`src/rtl/raster_pkg.sv`:
```
// raster_pkg: shared raster grid defaults, capture FSM state and framing error codes
package raster_pkg;
  localparam int DEF_WIDTH = 12;
  localparam int DEF_HEIGHT = 8;
  typedef enum logic {IDLE, CAPTURE} state_t;
  typedef enum logic [1:0] {ERR_NONE, ERR_SOF_EARLY, ERR_EOL_EARLY, ERR_EOL_MISSING} err_code_t;
endpackage

```
`src/rtl/raster_frame_mem.sv`:
```
// raster_frame_mem: DEPTH x PIX_W frame buffer; clk/reset, sync write (we/waddr/wdata), registered read (rd_ok/raddr -> rdata, 0 when !rd_ok)
module raster_frame_mem #(
  parameter int DEPTH = 96,
  parameter int PIX_W = 8,
  parameter int AW = $clog2(DEPTH)
) (
  input  logic             clk,
  input  logic             reset,
  input  logic             we,
  input  logic [AW-1:0]    waddr,
  input  logic [PIX_W-1:0] wdata,
  input  logic             rd_ok,
  input  logic [AW-1:0]    raddr,
  output logic [PIX_W-1:0] rdata
);
  logic [PIX_W-1:0] mem [DEPTH];
  always_ff @(posedge clk)
    if (we) mem[waddr] <= wdata;
  always_ff @(posedge clk or posedge reset)
    if (reset) rdata <= '0;
    else rdata <= rd_ok ? mem[raddr] : '0;
endmodule

```
`src/rtl/raster_capture.sv`:
```
// raster_capture: rebuilds x/y of a raster pixel stream (in_valid/in_sof/in_eol/in_pixel), checks framing (err/err_code), flags frame_done/frame_valid, stores the frame for readback (rd_x/rd_y -> rd_data)
module raster_capture
  import raster_pkg::*;
#(
  parameter int WIDTH = DEF_WIDTH,
  parameter int HEIGHT = DEF_HEIGHT,
  parameter int PIX_W = 8
) (
  input  logic             clk,
  input  logic             reset,
  input  logic             in_valid,
  input  logic             in_sof,
  input  logic             in_eol,
  input  logic [PIX_W-1:0] in_pixel,
  output logic [3:0]       x,
  output logic [3:0]       y,
  output logic             frame_done,
  output logic             frame_valid,
  output logic             err,
  output logic [1:0]       err_code,
  input  logic [3:0]       rd_x,
  input  logic [3:0]       rd_y,
  output logic [PIX_W-1:0] rd_data
);
  localparam int DEPTH = WIDTH * HEIGHT;
  localparam int AW = $clog2(DEPTH);
  localparam logic [AW-1:0] WA = AW'(WIDTH);
  localparam logic [3:0] XL = 4'(WIDTH - 1);
  localparam logic [3:0] YL = 4'(HEIGHT - 1);
  localparam logic [4:0] W5 = 5'(WIDTH);
  localparam logic [4:0] H5 = 5'(HEIGHT);
  state_t state;
  logic x_last, y_last, we, rd_ok;
  logic [AW-1:0] waddr, raddr;
  always_comb begin
    x_last = x == XL;
    y_last = y == YL;
    we = in_valid && (in_sof || (state == CAPTURE && in_eol == x_last));
    waddr = in_sof ? '0 : AW'(y) * WA + AW'(x);
    rd_ok = {1'b0, rd_x} < W5 && {1'b0, rd_y} < H5;
    raddr = AW'(rd_y) * WA + AW'(rd_x);
  end
  always_ff @(posedge clk or posedge reset)
    if (reset) begin
      state <= IDLE;
      x <= '0;
      y <= '0;
      frame_done <= 1'b0;
      frame_valid <= 1'b0;
      err <= 1'b0;
      err_code <= ERR_NONE;
    end else begin
      frame_done <= 1'b0;
      err <= 1'b0;
      if (in_valid && in_sof) begin
        frame_valid <= 1'b0;
        y <= '0;
        x <= in_eol ? 4'd0 : 4'd1;
        state <= in_eol ? IDLE : CAPTURE;
        err <= in_eol || state == CAPTURE;
        if (in_eol || state == CAPTURE) err_code <= state == CAPTURE ? ERR_SOF_EARLY : ERR_EOL_EARLY;
      end else if (in_valid && state == CAPTURE) begin
        if (in_eol != x_last) begin
          err <= 1'b1;
          err_code <= in_eol ? ERR_EOL_EARLY : ERR_EOL_MISSING;
          state <= IDLE;
          x <= '0;
          y <= '0;
        end else if (!x_last) begin
          x <= x + 4'd1;
        end else begin
          x <= '0;
          y <= y_last ? 4'd0 : y + 4'd1;
          frame_done <= y_last;
          frame_valid <= y_last;
          state <= y_last ? IDLE : CAPTURE;
        end
      end
    end
  raster_frame_mem #(.DEPTH(DEPTH), .PIX_W(PIX_W), .AW(AW)) u_mem (
    .clk(clk),
    .reset(reset),
    .we(we),
    .waddr(waddr),
    .wdata(in_pixel),
    .rd_ok(rd_ok),
    .raddr(raddr),
    .rdata(rd_data)
  );
endmodule
```
`config.mk`:
```
export PLATFORM = sky130hd
export DESIGN_NAME = raster_capture
export DESIGN_NICKNAME = d
export VERILOG_FILES = /design/src/rtl/raster_pkg.sv /design/src/rtl/raster_frame_mem.sv /design/src/rtl/raster_capture.sv
export SDC_FILE = /design/constraint.sdc
export NUM_CORES = 1
export LEC_CHECK = 0
export CAP_MARGIN = 20
export CORE_UTILIZATION = 45
export DETAILED_ROUTE_END_ITERATION = 10
export MAX_ROUTING_LAYER = met4
export PLACE_DENSITY = 0.69
export SLEW_MARGIN = 40
export SYNTH_ARGS = -nofsm -noshare
export SYNTH_HDL_FRONTEND = slang
export SYNTH_SLANG_ARGS = --single-unit
export TNS_END_PERCENT = 20
```
`constraint.sdc`:
```
create_clock -name clk -period 7.4 [get_ports clk]
set_input_delay 1.48 -clock clk [delete_from_list [all_inputs] [get_ports clk]]
set_output_delay 1.48 -clock clk [all_outputs]
set_load 0.02 [all_outputs]
```
==> impl_metrics.yaml <==
status:
  status: "complete, no violations"
worst_setup_path:
  start_kind: "input pin"
  worst-setup-path-type: "input pin to flip-flop"
  reg2reg_to: "u_mem.mem[56][0]"
  reg2reg_setup_slack_ns: 3.22
  reg2regPathDepth: 8
  cp.depth: 9
  critPathCaptureType: "flip-flop"
  worstPathRequired_ns: 7.91
  crit_path_max_incr_delay_ns: 0.78
  crit_arrival_ns: 5.36
  crit_path_top_delay_cell: "fa_1"
  cp_cell_sequence: "clkdlybuf4s50_1, ha_1, fa_1, xor2_4, nor2_4, a221oi_1, o21ai_0, and3_1, a2111oi_2"
  critical-path-top-delay-family: "compound AO/OA/AOI/OAI gates"
  path_max_fanout: 18
  timing.rr.start: "y[0]"
  worst-path-buf-inv: 1
cells_and_area:
  final_cells: 2657
  area_delta_synth_final_pct: 11.3
  drive_gt1_share_pct: 19.6
  n_antenna_cell: 0
  fin_nets: 1694
  fin_area_mm2: 0.0356
  n_fill_cell: 5548
timing:
  setup_viol: 0
  skew_ns: 0.0189
  relSlewSlack_pct: 41.1
  period_minus_slack_ns: 4.85
  hold_slack_ns: 0.487
  report.final.slew_viol_count: 0
  fin_ws_ns: 2.55
  finalHoldViolCount: 0
  min_period_over_period_pct: 65.5
  worst_pin_slew_ns: 0.880
  fmax_mhz: 206
  tns_ns: 0
  rsz0062_at_grt: "no"
routing:
  highest_layer: "met4"
  first_pass_iters: 6
  drt-met1-wl_um: 31500
  route.met2.wl_um: 34700
  route.detailed.wl_per_inst_um: 27.7
  drtIter0Drc: 1882
  routed_wl_um: 73600
  num_vias: 15900
  route.met3.wl_um: 5730
  drc_errors: 0
  routed_via_density: 5.99
  drtAntennaViolNets: 0
cts:
  clkTransAtPathRegs_ns: 0.06
  root_buffer: "clkbuf_16"
  cts_setup_buffers: 0
  cts_tree: "built"
  ctsResizeCount: 0
  cts_hold_buf: 0
  clk_latency_ns: 0.62
  htreeDepth: 3
  cts_buffers: 76
  clock-sinks: 790
  cts_buffer_depth: 3
synthesis:
  synth_edf_count: 768
  synth_seq_cells: 790
  synth-warning-count: 0
  syn_nets: 1634
  synth_cells: 1597
  yosysSeqAreaShare_pct: 73.9
  synthFlopType: "edfxtp_1"
  synth-async-reset-ratio_pct: 2.78
  avgSynthCellArea_um2: 20.0
  synth_cell_type_count: 71
  netlist_area_mm2: 0.0320
min_path:
  min_to: "err_code[1]"
  min_path_type: "flip-flop to flip-flop"
  min_from: "err_code[1]"
  holdPathStages: 1
floorplan:
  die-height_um: 268
  initial_core_util_pct: 45.5
  row_count: 97
  die-area_mm2: 0.0721
  die_w_um: 268
  pin_count: 42
  core_mm2: 0.0701
placement:
  port_buffers: 41
  dpl-instance-area_mm2: 0.0331
  gp_congestion: 0.893
  dp_hpwl_um: 44700
  dp_cells: 2518
  post-place-ws_ns: 1.89
run:
  max_cap_viol_count: 0
power_and_ir_drop:
  p_per_area_mw_per_mm2: 273
  p_leak_uw: 0.0115
  ir_drop_v: 0.000162
global_routing:
  grt_max_degree: 97
  antenna_found_initial: 3
  grt_pass1_wl_um: 108000
  grt_pass1_vias: 15800
  grt-ovfl-total: 0
  gr-usage-all-layers_pct: 21.6
[synth_stat cells (3+ instances only)]
| master | n | area, µm² |
|---|---|---|
| fa_1 | 4 | 80.1 |
| o21ai_0 | 15 | 75.1 |
| o211a_1 | 5 | 50.1 |
| mux4_1 | 21 | 552 |
| nand4_1 | 3 | 18.8 |
| buf_2 | 18 | 90.1 |
| o21bai_1 | 3 | 22.5 |
| a22oi_1 | 30 | 225 |
| dfrtp_1 | 22 | 551 |
| buf_4 | 12 | 90.1 |
| o211ai_1 | 3 | 22.5 |
| buf_12 | 9 | 180 |
| and3_1 | 7 | 43.8 |
| buf_6 | 10 | 113 |
| buf_8 | 4 | 60.1 |
| inv_1 | 5 | 18.8 |
| xnor2_1 | 7 | 61.3 |
| ha_1 | 12 | 150 |
| a21oi_1 | 18 | 90.1 |
| nor2_1 | 128 | 480 |
| clkbuf_1 | 22 | 82.6 |
| a221oi_1 | 16 | 140 |
| nor3_1 | 5 | 25.0 |
| mux4_2 | 130 | 2930 |
| a211oi_1 | 3 | 22.5 |
| a31oi_1 | 14 | 87.6 |
| nor3b_1 | 3 | 22.5 |
| a2111oi_2 | 5 | 75.1 |
| a21o_1 | 5 | 37.5 |
| o2111ai_1 | 7 | 61.3 |
| and2_1 | 3 | 18.8 |
| nand2_1 | 66 | 248 |
| edfxtp_1 | 768 | 23100 |
| nand3_1 | 14 | 70.1 |
| nand2b_1 | 4 | 25.0 |
| xor2_1 | 3 | 26.3 |
| a311oi_1 | 5 | 43.8 |
| clkbuf_8 | 6 | 82.6 |
| o22ai_1 | 3 | 18.8 |
| mux2i_1 | 126 | 1260 |
| a221oi_2 | 19 | 285 |
[worst max-delay path by stage]
stage,startpoint,endpoint,slack (ns)
after floorplan,rd_y[0],u_mem.rdata[6],3.52
after global placement,rd_y[1],u_mem.rdata[1],1.94
after detailed placement,rd_y[1],u_mem.rdata[1],1.89
after CTS,rd_y[1],u_mem.rdata[1],2.49
after global routing,rd_y[1],u_mem.rdata[1],2.36
final,rd_y[1],u_mem.rdata[1],2.55
[state kept, by name, summed over array words and instances, names as in the netlist]
name and count:
frame_done 1, x 4, state 1, err 1
err_code 2, u_mem.mem 768, frame_valid 1, u_mem.rdata 8
y 4
[worst reg2reg max path, cell delays in order (launching register included)]
cell and delay (ns):
dfrtp_1 0.44, ha_1 0.27, fa_1 0.39, xnor2_1 0.22
nand3_1 0.11, xnor3_1 0.23, nor3b_1 0.70, nand2_1 0.63
nor2_1 0.81
[per-layer routing]
metal | GRT usage, % | vias up
met5 | - | -
met4 | 5.97 | 0
met3 | 3.12 | 110
met2 | 32.5 | 763
met1 | 31.0 | 8329
li1 | - | 6715
[area by class of cell]
class | instances | area (µm²) | area share (%)
multi-input cells | 719 | 7700 | 21.6
well taps | 940 | 1180 | 3.31
repair buffers | 64 | 658 | 1.85
clock inverters | 44 | 374 | 1.05
inverters | 6 | 22.5 | 0.0633
clock buffers | 94 | 2030 | 5.72
flip-flops and latches | 790 | 23600 | 66.4
[logic make-up (layout without fill, tap and decap cells)]
logic type | after synthesis | in the layout | synth area share (%)
buffers and inverters | 88 | 208 | 2.31
AND/OR/NAND/NOR | 253 | 253 | 3.52
flip-flops | 790 | 790 | 73.9
multiplexers | 278 | 278 | 14.9
AO/OA/AOI/OAI | 159 | 159 | 4.18
adder cells (fa/ha/maj) | 16 | 16 | 0.721
XOR/XNOR | 13 | 13 | 0.482
[report_power, final]
part	total, µW	internal, µW	switching [µW]
clock network	3790	2160	1620
logic	959	345	614
registers	4980	4940	34.8
total	9720	7450	2270
[placed cells by master (no fill, tap or decap), types with 17 or more instances in the layout]
| cell type | synthesis | layout |
|---|---|---|
| nor2_2 | 2 | 21 |
| a21oi_1 | 18 | 18 |
| nor2_1 | 128 | 107 |
| clkdlybuf4s50_1 | 0 | 31 |
| nand2_1 | 66 | 61 |
| mux4_2 | 130 | 130 |
| mux4_1 | 21 | 21 |
| clkinv_1 | 1 | 17 |
| clkbuf_16 | 0 | 79 |
| edfxtp_1 | 768 | 768 |
| mux2i_1 | 126 | 126 |
| dfrtp_1 | 22 | 22 |
| a22oi_1 | 30 | 30 |
| buf_4 | 12 | 19 |
| a221oi_2 | 19 | 19 |
[metrics by stage]
stage          power, µW  util, %
3_5_place_dp        6020     47.1
4_1_cts             9760     50.6
3_3_place_gp        6000     47.0
2_1_floorplan       5670        -
5_1_grt             9990     50.7
6_report            9720     50.7
Note: power is estimated with default switching activity, not from simulation.
